===== src/rtl/pipe_hazard_ctrl_if.sv =====
// Hazard-control signal bundle between the pipeline datapath (master) and the
// stall/flush sequencer (slave).
interface pipe_hazard_ctrl_if;
    logic       im_stall;
    logic       dm_stall;
    logic       ex_pc_src;
    logic       ex_mem_r;
    logic [4:0] ex_rd_addr;
    logic [4:0] id_rs1_addr;
    logic [4:0] id_rs2_addr;
    logic       id_use_rs1;
    logic       id_use_rs2;
    logic       pc_hold;
    logic       pc_redirect;
    logic [1:0] sf_if_id;
    logic [1:0] sf_id_ex;
    logic [1:0] sf_ex_mem;
    logic [1:0] sf_mem_wb;
    logic       mem_timeout;

    modport master (
        output im_stall, dm_stall, ex_pc_src, ex_mem_r, ex_rd_addr,
        output id_rs1_addr, id_rs2_addr, id_use_rs1, id_use_rs2,
        input  pc_hold, pc_redirect, sf_if_id, sf_id_ex, sf_ex_mem, sf_mem_wb,
        input  mem_timeout
    );

    modport slave (
        input  im_stall, dm_stall, ex_pc_src, ex_mem_r, ex_rd_addr,
        input  id_rs1_addr, id_rs2_addr, id_use_rs1, id_use_rs2,
        output pc_hold, pc_redirect, sf_if_id, sf_id_ex, sf_ex_mem, sf_mem_wb,
        output mem_timeout
    );
endinterface


===== src/rtl/pipe_hazard_ctrl.sv =====
// Stall/flush sequencer for the 5-stage pipeline: sf[0]=flush, sf[1]=hold.
// Defining HAZARD_PERF_EN adds the stall_cnt/flush_cnt performance counters.
module pipe_hazard_ctrl #(
    parameter int unsigned TIMEOUT = 1024,
    parameter int unsigned CNT_W   = 32
) (
    input  logic             clk,
    input  logic             rst,
    pipe_hazard_ctrl_if.slave hz
`ifdef HAZARD_PERF_EN
    ,
    output logic [CNT_W-1:0] stall_cnt,
    output logic [CNT_W-1:0] flush_cnt
`endif
);

    localparam int unsigned WdW = (TIMEOUT > 0) ? $clog2(TIMEOUT + 1) : 1;
    localparam logic [WdW-1:0] TimeoutVal = WdW'(TIMEOUT);

    // A zero-width counter is not a legal configuration.
    if (CNT_W == 0) begin : g_cnt_w_chk
        $error("CNT_W must be nonzero");
    end

    typedef enum logic {StRun, StKill} state_e;

    state_e         state_q, state_d;
    logic [WdW-1:0] wd_cnt_q, wd_cnt_d;
    logic           mem_timeout_q, mem_timeout_d;
    logic           timeout_hit;
    logic           load_use;
    logic           busy;
    logic           pc_hold_c, pc_redirect_c;
    logic [1:0]     sf_if_id_c, sf_id_ex_c, sf_ex_mem_c, sf_mem_wb_c;

    assign busy     = hz.im_stall | hz.dm_stall;
    assign load_use = hz.ex_mem_r && (hz.ex_rd_addr != 5'd0) &&
                      ((hz.id_use_rs1 && (hz.id_rs1_addr == hz.ex_rd_addr)) ||
                       (hz.id_use_rs2 && (hz.id_rs2_addr == hz.ex_rd_addr)));

    always_comb begin
        state_d       = state_q;
        pc_hold_c     = 1'b0;
        pc_redirect_c = 1'b0;
        sf_if_id_c    = 2'b00;
        sf_id_ex_c    = 2'b00;
        sf_ex_mem_c   = 2'b00;
        sf_mem_wb_c   = 2'b00;
        if (state_q == StKill) begin
            // Wrong-path fetch in flight: squash whatever it returns.
            pc_hold_c  = 1'b1;
            sf_if_id_c = 2'b01;
            if (hz.dm_stall) begin
                sf_id_ex_c  = 2'b10;
                sf_ex_mem_c = 2'b10;
                sf_mem_wb_c = 2'b01;
            end
            if (!hz.im_stall) state_d = StRun;
        end else if (hz.dm_stall) begin
            pc_hold_c   = 1'b1;
            sf_if_id_c  = 2'b10;
            sf_id_ex_c  = 2'b10;
            sf_ex_mem_c = 2'b10;
            sf_mem_wb_c = 2'b01;
        end else if (hz.ex_pc_src) begin
            pc_redirect_c = 1'b1;
            sf_if_id_c    = 2'b01;
            sf_id_ex_c    = 2'b01;
            if (hz.im_stall) state_d = StKill;
        end else if (load_use) begin
            pc_hold_c  = 1'b1;
            sf_if_id_c = 2'b10;
            sf_id_ex_c = 2'b01;
        end else if (hz.im_stall) begin
            pc_hold_c  = 1'b1;
            sf_if_id_c = 2'b01;
        end
    end

    // Watchdog counts the current busy cycle, so the flag rises within that cycle.
    always_comb begin
        wd_cnt_d = '0;
        if ((TIMEOUT != 0) && busy) begin
            wd_cnt_d = (wd_cnt_q == TimeoutVal) ? wd_cnt_q : wd_cnt_q + 1'b1;
        end
        timeout_hit   = (TIMEOUT != 0) && (wd_cnt_d == TimeoutVal);
        mem_timeout_d = mem_timeout_q | timeout_hit;
    end

    always_ff @(posedge clk or negedge rst) begin
        if (!rst) begin
            state_q       <= StRun;
            wd_cnt_q      <= '0;
            mem_timeout_q <= 1'b0;
        end else begin
            state_q       <= state_d;
            wd_cnt_q      <= wd_cnt_d;
            mem_timeout_q <= mem_timeout_d;
        end
    end

    // Outputs are forced low for the whole time reset is asserted.
    assign hz.pc_hold     = rst & pc_hold_c;
    assign hz.pc_redirect = rst & pc_redirect_c;
    assign hz.sf_if_id    = {2{rst}} & sf_if_id_c;
    assign hz.sf_id_ex    = {2{rst}} & sf_id_ex_c;
    assign hz.sf_ex_mem   = {2{rst}} & sf_ex_mem_c;
    assign hz.sf_mem_wb   = {2{rst}} & sf_mem_wb_c;
    assign hz.mem_timeout = rst & (mem_timeout_q | timeout_hit);

`ifdef HAZARD_PERF_EN
    logic [CNT_W-1:0] stall_cnt_q, stall_cnt_d;
    logic [CNT_W-1:0] flush_cnt_q, flush_cnt_d;

    always_comb begin
        stall_cnt_d = stall_cnt_q;
        flush_cnt_d = flush_cnt_q;
        if (pc_hold_c && !(&stall_cnt_q))              stall_cnt_d = stall_cnt_q + 1'b1;
        if ((sf_id_ex_c == 2'b01) && !(&flush_cnt_q)) flush_cnt_d = flush_cnt_q + 1'b1;
    end

    always_ff @(posedge clk or negedge rst) begin
        if (!rst) begin
            stall_cnt_q <= '0;
            flush_cnt_q <= '0;
        end else begin
            stall_cnt_q <= stall_cnt_d;
            flush_cnt_q <= flush_cnt_d;
        end
    end

    assign stall_cnt = stall_cnt_q;
    assign flush_cnt = flush_cnt_q;
`endif

endmodule


===== src/flat_wrapper.sv =====
// flat-port wrapper written by rule: the top's interface ports become plain ports
module pipe_hazard_ctrl_flat 
#(
    parameter int unsigned TIMEOUT = 1024,
    parameter int unsigned CNT_W   = 32
)
  (clk, rst, hz_im_stall, hz_dm_stall, hz_ex_pc_src, hz_ex_mem_r, hz_ex_rd_addr, hz_id_rs1_addr, hz_id_rs2_addr, hz_id_use_rs1, hz_id_use_rs2, hz_pc_hold, hz_pc_redirect, hz_sf_if_id, hz_sf_id_ex, hz_sf_ex_mem, hz_sf_mem_wb, hz_mem_timeout);
  pipe_hazard_ctrl_if hz_i ();
  input  logic clk;
  input  logic rst;
  input wire logic [$bits(hz_i.im_stall)-1:0] hz_im_stall;
  input wire logic [$bits(hz_i.dm_stall)-1:0] hz_dm_stall;
  input wire logic [$bits(hz_i.ex_pc_src)-1:0] hz_ex_pc_src;
  input wire logic [$bits(hz_i.ex_mem_r)-1:0] hz_ex_mem_r;
  input wire logic [$bits(hz_i.ex_rd_addr)-1:0] hz_ex_rd_addr;
  input wire logic [$bits(hz_i.id_rs1_addr)-1:0] hz_id_rs1_addr;
  input wire logic [$bits(hz_i.id_rs2_addr)-1:0] hz_id_rs2_addr;
  input wire logic [$bits(hz_i.id_use_rs1)-1:0] hz_id_use_rs1;
  input wire logic [$bits(hz_i.id_use_rs2)-1:0] hz_id_use_rs2;
  output wire logic [$bits(hz_i.pc_hold)-1:0] hz_pc_hold;
  output wire logic [$bits(hz_i.pc_redirect)-1:0] hz_pc_redirect;
  output wire logic [$bits(hz_i.sf_if_id)-1:0] hz_sf_if_id;
  output wire logic [$bits(hz_i.sf_id_ex)-1:0] hz_sf_id_ex;
  output wire logic [$bits(hz_i.sf_ex_mem)-1:0] hz_sf_ex_mem;
  output wire logic [$bits(hz_i.sf_mem_wb)-1:0] hz_sf_mem_wb;
  output wire logic [$bits(hz_i.mem_timeout)-1:0] hz_mem_timeout;
  assign hz_i.im_stall = hz_im_stall;
  assign hz_i.dm_stall = hz_dm_stall;
  assign hz_i.ex_pc_src = hz_ex_pc_src;
  assign hz_i.ex_mem_r = hz_ex_mem_r;
  assign hz_i.ex_rd_addr = hz_ex_rd_addr;
  assign hz_i.id_rs1_addr = hz_id_rs1_addr;
  assign hz_i.id_rs2_addr = hz_id_rs2_addr;
  assign hz_i.id_use_rs1 = hz_id_use_rs1;
  assign hz_i.id_use_rs2 = hz_id_use_rs2;
  assign hz_pc_hold = hz_i.pc_hold;
  assign hz_pc_redirect = hz_i.pc_redirect;
  assign hz_sf_if_id = hz_i.sf_if_id;
  assign hz_sf_id_ex = hz_i.sf_id_ex;
  assign hz_sf_ex_mem = hz_i.sf_ex_mem;
  assign hz_sf_mem_wb = hz_i.sf_mem_wb;
  assign hz_mem_timeout = hz_i.mem_timeout;
  pipe_hazard_ctrl #(.TIMEOUT(TIMEOUT), .CNT_W(CNT_W)) u_core (.clk(clk), .rst(rst), .hz(hz_i));
endmodule

===== config.mk =====
export PLATFORM = sky130hd
export DESIGN_NAME = pipe_hazard_ctrl_flat
export DESIGN_NICKNAME = d
export VERILOG_FILES = /design/src/rtl/pipe_hazard_ctrl_if.sv /design/src/rtl/pipe_hazard_ctrl.sv /design/src/flat_wrapper.sv
export SDC_FILE = /design/constraint.sdc
export NUM_CORES = 1
export LEC_CHECK = 0
export ABC_AREA = 1
export BUFFER_PORTS_ARGS = -buffer_cell sky130_fd_sc_hd__buf_4
export CAP_MARGIN = 20
export CORE_ASPECT_RATIO = 1.5
export CORE_UTILIZATION = 41
export DETAILED_ROUTE_END_ITERATION = 6
export PLACE_DENSITY = 0.66
export SYNTH_ARGS = -nofsm -noshare
export SYNTH_HDL_FRONTEND = slang
export SYNTH_SLANG_ARGS = --single-unit
export TNS_END_PERCENT = 100

===== constraint.sdc =====
create_clock -name clk -period 5.1 [get_ports clk]
set_clock_uncertainty 0.2 [all_clocks]
set_input_delay 0.51 -clock clk [delete_from_list [all_inputs] [get_ports clk]]
set_output_delay 0.51 -clock clk [all_outputs]
set_load 0.02 [all_outputs]

; ---- Word-level counts from Yosys, hierarchy flattened
; Index checks and enable logic that the tools add are counted.
[word_totals]
ff_bits = 13
inputBits = 23
out_inout_bits = 11
word_cells = 47
[classes]
add_sub_neg = 1
n_eq_ne = 4
n_mux = 24
n_bitwise = 9
reduce_logical = 6
[ops]
columns = op, n
row1 = "equality test 11 bit, second input constant", 2
row2 = two-way mux 11 bit, 2
row3 = two-way mux 2 bit, 8
row4 = two-way mux 1 bit, 14
row5 = "adder 11 x 1 -> 11 bit, second input constant", 1
row6 = equality test 5 bit, 2
row7 = bitwise AND 2 bit, 3
row8 = nonzero test 5 bit, 1
row9 = logical AND 1 bit, 4
row10 = bitwise AND 1 bit, 3
row11 = bitwise AND 2 x 1 -> 2 bit, 1
row12 = OR 1 bit, 2
row13 = logical OR 1 bit, 1

; ---- Depth between registers and ports, before layout
; Gate-level depths: netlist of the first run.
[depth]
depth_word = 9
ltp_mapped = 11
ltp_nobuf = 11

; ---- Worst setup path after synthesis of the first run
; OpenSTA, ideal clock, no wires.
[synth_timing]
kind = input port to output port
from = input port hz_ex_rd_addr[1]
to = output port hz_sf_id_ex[0]
arrival_ns = 1.527
t_required_ns = 4.390
setup_slack_ns = 2.863
cell_stages = 8
path_cell_list = inv_1 nand2_1 o21ai_0 nor2_1 nand3_1 nand2_1 nand2_1 a211oi_1
[synth_between]
elab_chain_len = 9
elab_cells_between_ends = 13
classes_between = 2 x eq/ne / 4 x mux / 1 x bitwise / 6 x reduce/logical
[synth_rtl]
columns = element, line
row1 = start: declaration, flat_wrapper.sv:15  ; input wire logic [$bits(hz_i.ex_rd_addr)-1:0] hz_ex_rd_addr;
row2 = "equality test 5 bit, on equally long branches", "pipe_hazard_ctrl.sv:38, pipe_hazard_ctrl.sv:39"
row3 = "logical AND 1 bit, on equally long branches", "pipe_hazard_ctrl.sv:38, pipe_hazard_ctrl.sv:39"
row4 = logical OR 1 bit, pipe_hazard_ctrl.sv:38  ; ((hz.id_use_rs1 && (hz.id_rs1_addr == hz.ex_rd_addr)) ||
row5 = logical AND 1 bit *, pipe_hazard_ctrl.sv:37  ; assign load_use = hz.ex_mem_r && (hz.ex_rd_addr != 5'd0) &&
row6 = two-way mux 1 bit *, pipe_hazard_ctrl.sv:70  ; end else if (load_use) begin
row7 = two-way mux 2 bit *, pipe_hazard_ctrl.sv:65  ; end else if (hz.ex_pc_src) begin
row8 = two-way mux 2 bit *, pipe_hazard_ctrl.sv:59  ; end else if (hz.dm_stall) begin
row9 = two-way mux 2 bit *, pipe_hazard_ctrl.sv:49  ; if (state_q == StKill) begin
row10 = bitwise AND 2 bit *, pipe_hazard_ctrl.sv:106  ; assign hz.sf_id_ex = {2{rst}} & sf_id_ex_c;
row11 = end: declaration, flat_wrapper.sv:23  ; output wire logic [$bits(hz_i.sf_id_ex)-1:0] hz_sf_id_ex;
; Mark *: on every way between the ends. The rest lies on a longest branch, timed or not.

; ---- Worst setup path in the final report of the first run
[layout_timing]
from = input port rst
to = output port hz_sf_id_ex[0]
[layout_between]
elab_chain_len = 1
[layout_rtl]
columns = element, line
row1 = start: declaration, flat_wrapper.sv:10  ; input logic rst;
row2 = bitwise AND 2 bit, pipe_hazard_ctrl.sv:106
; Every way passes these cells.

==> summary.md, run 1 <==
| Metric | Value |
|---|---|
| Outcome | complete, no violations |
| Leak pwr | 0.8897 nW |
| CP Class | in -> out |
| Path type of the worst min-delay path | reg -> reg |
| RSZ-0062 raised after global routing | false |
| Final HPWL DP | 2.233 mm |
| Setup_tns | 0 ps |
| DR vias/cell | 4.663 |
| N_diodes | 0 |
| Final-report max-slew violation count | 0 |
| Synth top area cells | dfrtp_1 28%, nand2_1 16%, inv_1 13% |
| Post-Syn Instances | 188 |
| Reg-to-reg critical path startpoint | u_core.wd_cnt_q[0] |
| Final Net Count | 247 |
| Clock share of power | 26.3% |
| Crit path capture | hz_sf_id_ex[0] |
| Iteration-0 DRC Markers | 32 |
| Pin count of the biggest net entering global routing | 16 |
| Worst path bufs/invs | 5 |
| # Post-CTS Setup Buffers | 0 |
| Vias in the first global route | 1156 |
| # resized after CTS | 0 |
| Post-synth EDFFs | 0 |
| DRT Pass-1 Iters | 4 |
| Seq pwr share | 38.0% |
| CP top delay family | buffers and inverters |
| Worst-path fanout max | 15 |
| Clock sink total | 13 |
| Mapped Avg Cell Area | 6.143 sq um |
| ANT nets after route | 0 |
| Crit path from | rst |
| Hold Path Depth | 2 |
| Synth warn | 0 |
| Clk buf depth | 2 |
| Fill cell count | 278 |
| Main synth FF type | dfrtp_1 |
| Worst IR drop on VDD | 0.2572 mV |
| Register area | 325.3 sq um |
| CORE AREA | 2676 sq um |
| Power Internal | 0.0002208 W |
| CTS Hold Buffers Added | 1 |
| Final WL | 2.703 mm |
| Number of cells on the critical path | 7 |
| Highest clock rate | 0.3732 GHz |
| Min Tclk post-route | 2680 ps |
| DRC Markers | 0 |
| Crit. End Element | output port |
| Clock slew at reported path FFs | 50 ps |
| Layout cells sized above 1 | 20.81% |
| Largest stage delay, worst path | 530 ps |
| CTS root buf | clkbuf_8 |
| PwrDens | 235.6 nW/um^2 |
| Starting Density | 43.15% |
| Ys async rst share | 100.0% |
| FF-to-FF setup slack | 3330 ps |
| CP startpoint kind | input port |
| Largest area contributor in the netlist | dfrtp_1 |
| CP Cell Sequence | dlygate4sd3_1 > buf_4 > inv_1 > nor2_1 > inv_1 > a211oi_1 > buf_4 |
| Period utilization | 52.54% |
| Io pins | 34 |
| CTS tree | built |
| DIE AREA | 3037 sq um |
| R2R depth | 9 |
| Hold_ws | 267.4 ps |
| Critical path arrival | 1970 ps |
| Most frequent cell after synthesis | nand2_1 |
| Post-synth top area share | 28.17% |
| Final setup viols | 0 |
| Most frequent cells after synthesis | 48 x nand2_1, 40 x inv_1, 30 x nor2_1 |
| Final hold viol count | 0 |
| Area Overhead vs Synth | 26.65% |
| Gr usage total | 20.01% |
| Reg2reg end | u_core.mem_timeout_q |
| Gpl congestion | 0.8921 |
| Synth cell types | 22 |
| Vias | 1203 |
| Maxcap violations | 0 |
| Area of the multi-input gates | 631.9 sq um |
| DR WL/cell | 10.48 um |
| Slowest-stage cell, CP | dlygate4sd3_1 |
| Num CTS Buffers | 3 |
| PortBufs | 31 |
| Synth Cell Area | 1155 sq um |
| Die Span Y | 67 um |
| Initial antenna violation count | 0 |
| Switching Fraction | 35.93% |
| DIE WIDTH | 45.34 um |
| #FFs+latches synth | 13 |
| Critical Path RT | 4390 ps |
| Clock Latency Late Sink | 240 ps |
| Total congestion overflow | 0 |
| H-tree depth reported by CTS | 1 |
| Comb power frac | 35.7% |
| Sequential area share after synthesis | 28.17% |
| NetSw | 0.0001238 W |
| First-pass GRT wire length | 4.395 mm |
| FP Rows | 23 |
==> sequential cells by signal, summed over array words and instances (netlist names) <==
register	count
u_core.wd_cnt_q	11
u_core.state_q	1
u_core.mem_timeout_q	1
==> final cells by class <==
class	count	share of cell area, %
flip-flops and latches	13	22.24
clock buffers	4	3.080
repair buffers	32	16.60
well taps	37	3.165
multi-input cells	130	43.20
inverters	42	11.72
==> worst min-delay path, stage by stage, from the launching register on <==
cell	delay (ps)
dfrtp_1	320
inv_1	50
nand2_1	60
==> logic make-up (layout without fill, tap and decap cells) <==
| kind of cell | Yosys count | count (layout) | synth area share (%) |
|---|---|---|---|
| compound gates | 13 | 13 | 6.392 |
| xor+xnor | 6 | 6 | 4.550 |
| fa+ha+maj | 2 | 2 | 2.167 |
| buf+inv | 46 | 78 | 17.44 |
| flops | 13 | 13 | 28.17 |
| other cells | 1 | 2 | 0.3247 |
| simple gates | 107 | 107 | 40.95 |
==> worst min-delay path by stage <==
stage	end	from	slack [ps]
2_1_floorplan	u_core.mem_timeout_q	rst	10
3_3_place_gp	u_core.wd_cnt_q[3]	rst	170
3_5_place_dp	u_core.mem_timeout_q	rst	170
4_1_cts	u_core.mem_timeout_q	u_core.mem_timeout_q	270
5_1_grt	u_core.mem_timeout_q	u_core.mem_timeout_q	290
6_report	u_core.mem_timeout_q	u_core.mem_timeout_q	270
==> power by group through the flow <==
| stage | clock [W] | sequential, W | combinational [W] |
|---|---|---|---|
| global route | 0.0000986 | 0.000132 | 0.000141 |
| CTS | 0.0000935 | 0.000130 | 0.000124 |
| finish | 0.0000907 | 0.000131 | 0.000123 |
| floorplan | 0 | 0.000128 | 0.0000863 |
| detailed placement | 0 | 0.000132 | 0.000123 |
| global placement | 0 | 0.000132 | 0.000119 |
==> metrics by stage <==
step	util, %	setup WS [ps]	cells	instance area (sq um)	total power, W
global placement	52.59	2673	253	1408	0.0002511
finish	54.65	2420	258	1463	0.0003447
global route	54.65	2280	258	1463	0.0003719
CTS	54.65	2416	258	1463	0.0003478
floorplan	-	2863	189	1159	0.0002148
detailed placement	52.59	2638	253	1408	0.0002547
==> layout by cell type, fill, tap and decap left out, types with 2 or more instances in the layout <==
cell	instances
o22ai_1	2
ha_1	2
nand3_1	18
clkbuf_8	3
buf_4	31
nand2_2	3
nand3_2	2
nor2_1	30
xor2_1	6
nand2_1	48
nor2_4	3
inv_1	40
dfrtp_1	13
o21ai_0	5
conb_1	2
a21oi_1	4
==> per-layer routing <==
metal	global-route usage (%)	vias to the layer above	routed length, um	share of wire [%]
met4	10.98	0	65	2.4
met3	2.710	7	100	3.7
met5	0	-	0	0
li1	-	624	-	-
met1	19.70	538	1071	40
met2	37.86	34	1464	54
Power figures use the tool's default switching activity.
==> run 2: changes to the inputs <==
- PLACE_DENSITY: 0.66 -> 0.68
- clock period: 5.1 -> 2.4 ns (I/O delays scaled with it)
==> run 2 against run 1 <==
Net effect: register-to-register slack got worse by 2600 ps; via count shrank 3.7%; sequential power grew 120%; final area increased by 1.9%.
==> summary.md, run 2 (synthesis results as in run 1) <==
| Metric | Value |
|---|---|
| Outcome | complete, no violations |
| Worst IR drop on VDD | 0.3870 mV (+50%) |
| Clock slew at reported path FFs | 50 ps (about the same) |
| Hold_ws | 36.87 ps (-230.5 ps) |
| Vias | 1158 (-3.7%) |
| Io pins | 34 (unchanged) |
| Final hold viol count | 0 (unchanged) |
| Worst-path fanout max | 4 (-11) |
| Register area | 327.8 sq um (+0.77%) |
| NetSw | 0.0002728 W (+120%) |
| Fill cell count | 271 (-2.5%) |
| Final HPWL DP | 2.146 mm (-3.9%) |
| Highest clock rate | 0.4439 GHz |
| Path type of the worst min-delay path | in -> reg |
| Period utilization | 93.86% |
| Final Net Count | 247 (unchanged) |
| Min Tclk post-route | 2253 ps |
| Maxcap violations | 0 (unchanged) |
| Clock sink total | 13 (unchanged) |
| CTS root buf | clkbuf_8 |
| Die Span Y | 67 um (unchanged) |
| PwrDens | 503.8 nW/um^2 (+110%) |
| Reg2reg end | u_core.mem_timeout_q |
| CP startpoint kind | register |
| Clock share of power | 26.3% (about the same) |
| Vias in the first global route | 1054 (-8.8%) |
| Area of the multi-input gates | 656.9 sq um (+4.0%) |
| Initial antenna violation count | 0 (unchanged) |
| Pin count of the biggest net entering global routing | 16 (unchanged) |
| Final-report max-slew violation count | 0 (unchanged) |
| Layout cells sized above 1 | 25.34% (+4.5 points) |
| Dpl ws | 306.4 ps (-2332 ps) |
| DR vias/cell | 4.488 (-3.7%) |
| Hold Path End | u_core.state_q |
| Hold Path Depth | 3 (+1) |
| DIE AREA | 3037 sq um (unchanged) |
| FF-to-FF setup slack | 750 ps (-2580 ps) |
| Power Internal | 0.0004779 W (+120%) |
| Hold Path Origin | hz_im_stall |
| Clk buf depth | 2 (unchanged) |
| Final setup viols | 0 (unchanged) |
| DIE WIDTH | 45.34 um (unchanged) |
| FP Rows | 23 (unchanged) |
| Critical Path RT | 1960 ps (-2430 ps) |
| Max reg flops | 11 (unchanged) |
| Starting Density | 43.15% (unchanged) |
| PortBufs | 31 (unchanged) |
| Seq pwr share | 38.1% (about the same) |
| First-pass GRT wire length | 4.347 mm (-1.1%) |
| ANT nets after route | 0 (unchanged) |
| Area Overhead vs Synth | 29.04% |
| Setup_tns | 0 ps (unchanged) |
| DRT Pass-1 Iters | 4 (unchanged) |
| Gpl congestion | 0.8564 (-4.0%) |
| DR WL/cell | 9.988 um (-4.7%) |
| Total congestion overflow | 0 (unchanged) |
| # Post-CTS Setup Buffers | 0 (unchanged) |
| CP Class | reg -> out |
| Biggest regs | u_core.wd_cnt_q (11), u_core.mem_timeout_q (1), u_core.state_q (1) |
| Commonest non-fill, non-tap cell in the layout | nand2_1 |
| Final WL | 2.577 mm (-4.7%) |
| Reg with most FFs | u_core.wd_cnt_q |
| Num CTS Buffers | 3 (unchanged) |
| Clock Latency Late Sink | 240 ps (about the same) |
| Crit. End Element | output port |
| Comb power frac | 35.6% (about the same) |
| DRC Markers | 0 (unchanged) |
| Commonest cells after routing, fill and taps aside | 48 x nand2_1, 37 x inv_1, 31 x buf_4 |
| Gr usage total | 19.88% (-0.13 points) |
| CORE AREA | 2676 sq um (unchanged) |
| Switching Fraction | 36.34% (+0.42 points) |
| CTS tree | built |
| Util after Layout | 55.68% (+1.0 points) |
| Leak pwr | 0.8825 nW (-0.82%) |
| Worst setup margin | 147.4 ps (-2273 ps) |
| H-tree depth reported by CTS | 1 (unchanged) |
| Reg-to-reg critical path startpoint | u_core.wd_cnt_q[0] |
| Critical path arrival | 1810 ps (-160 ps) |
| N_diodes | 0 (unchanged) |
| R2R depth | 11 (+2) |
| Iteration-0 DRC Markers | 27 (-16%) |
## run 2: worst max-delay path by stage
stage | cells past startpoint | to | from | slack [ps]
after detailed placement | 12 | hz_mem_timeout | u_core.wd_cnt_q[0] | 310
final | 11 | hz_mem_timeout | u_core.wd_cnt_q[0] | 150
after global placement | 12 | hz_mem_timeout | u_core.wd_cnt_q[0] | 340
after CTS | 12 | hz_mem_timeout | u_core.wd_cnt_q[0] | 20
after global routing | 11 | hz_mem_timeout | u_core.wd_cnt_q[0] | -7
after floorplan | 11 | hz_mem_timeout | u_core.wd_cnt_q[0] | 470
## run 2: critical path: stages (launching register included)
cell and delay, ps:
dfrtp_2 440, inv_2 70, ha_2 170, nand2_1 70, nor2_1 110, nand3_1 70, nand3_1 110, nand2_1 90
nor2_4 90, nand3_2 80, a21oi_2 120, buf_4 150
## run 2: power by group through the flow
stage	sequential [W]	combinational [W]	clock (W)
floorplan	0.000273	0.000183	0
global placement	0.000281	0.000257	0
detailed placement	0.000281	0.000257	0
CTS	0.000277	0.000260	0.000203
global route	0.000290	0.000303	0.000214
finish	0.000286	0.000267	0.000197
## run 2: layout make-up
class / count / share of cell area [%]
Timing Repair Buffer: 32 / 16.29
Tap cell: 37 / 3.107
Multi-Input combinational cell: 130 / 44.08
Sequential cell: 13 / 22.00
Clock buffer: 4 / 3.023
Inverter: 42 / 11.50
## run 2: through the flow
step	instances	cell area (sq um)	power, W
after floorplan	189	1159	0.0004564
after global placement	253	1408	0.0005384
after detailed placement	253	1408	0.0005380
after CTS	258	1463	0.0007404
after global routing	258	1490	0.0008078
final	258	1490	0.0007507
## run 2: layer usage
| layer | part of all wire [%] | wire, um | GRT usage [%] |
|---|---|---|---|
| met4 | 2.5 | 65 | 9.848 |
| met2 | 52 | 1348 | 32.97 |
| met5 | 0 | 0 | 0 |
| met1 | 43 | 1119 | 24.50 |
| met3 | 1.7 | 44 | 2.439 |
## run 2: what timing repair did
action                                  in CTS  in global routing
hold buffers                                 1                  0
hold endpoints to repair                    13                  0
endpoints found under the setup margin       0                  1
resized for setup                            0                 11
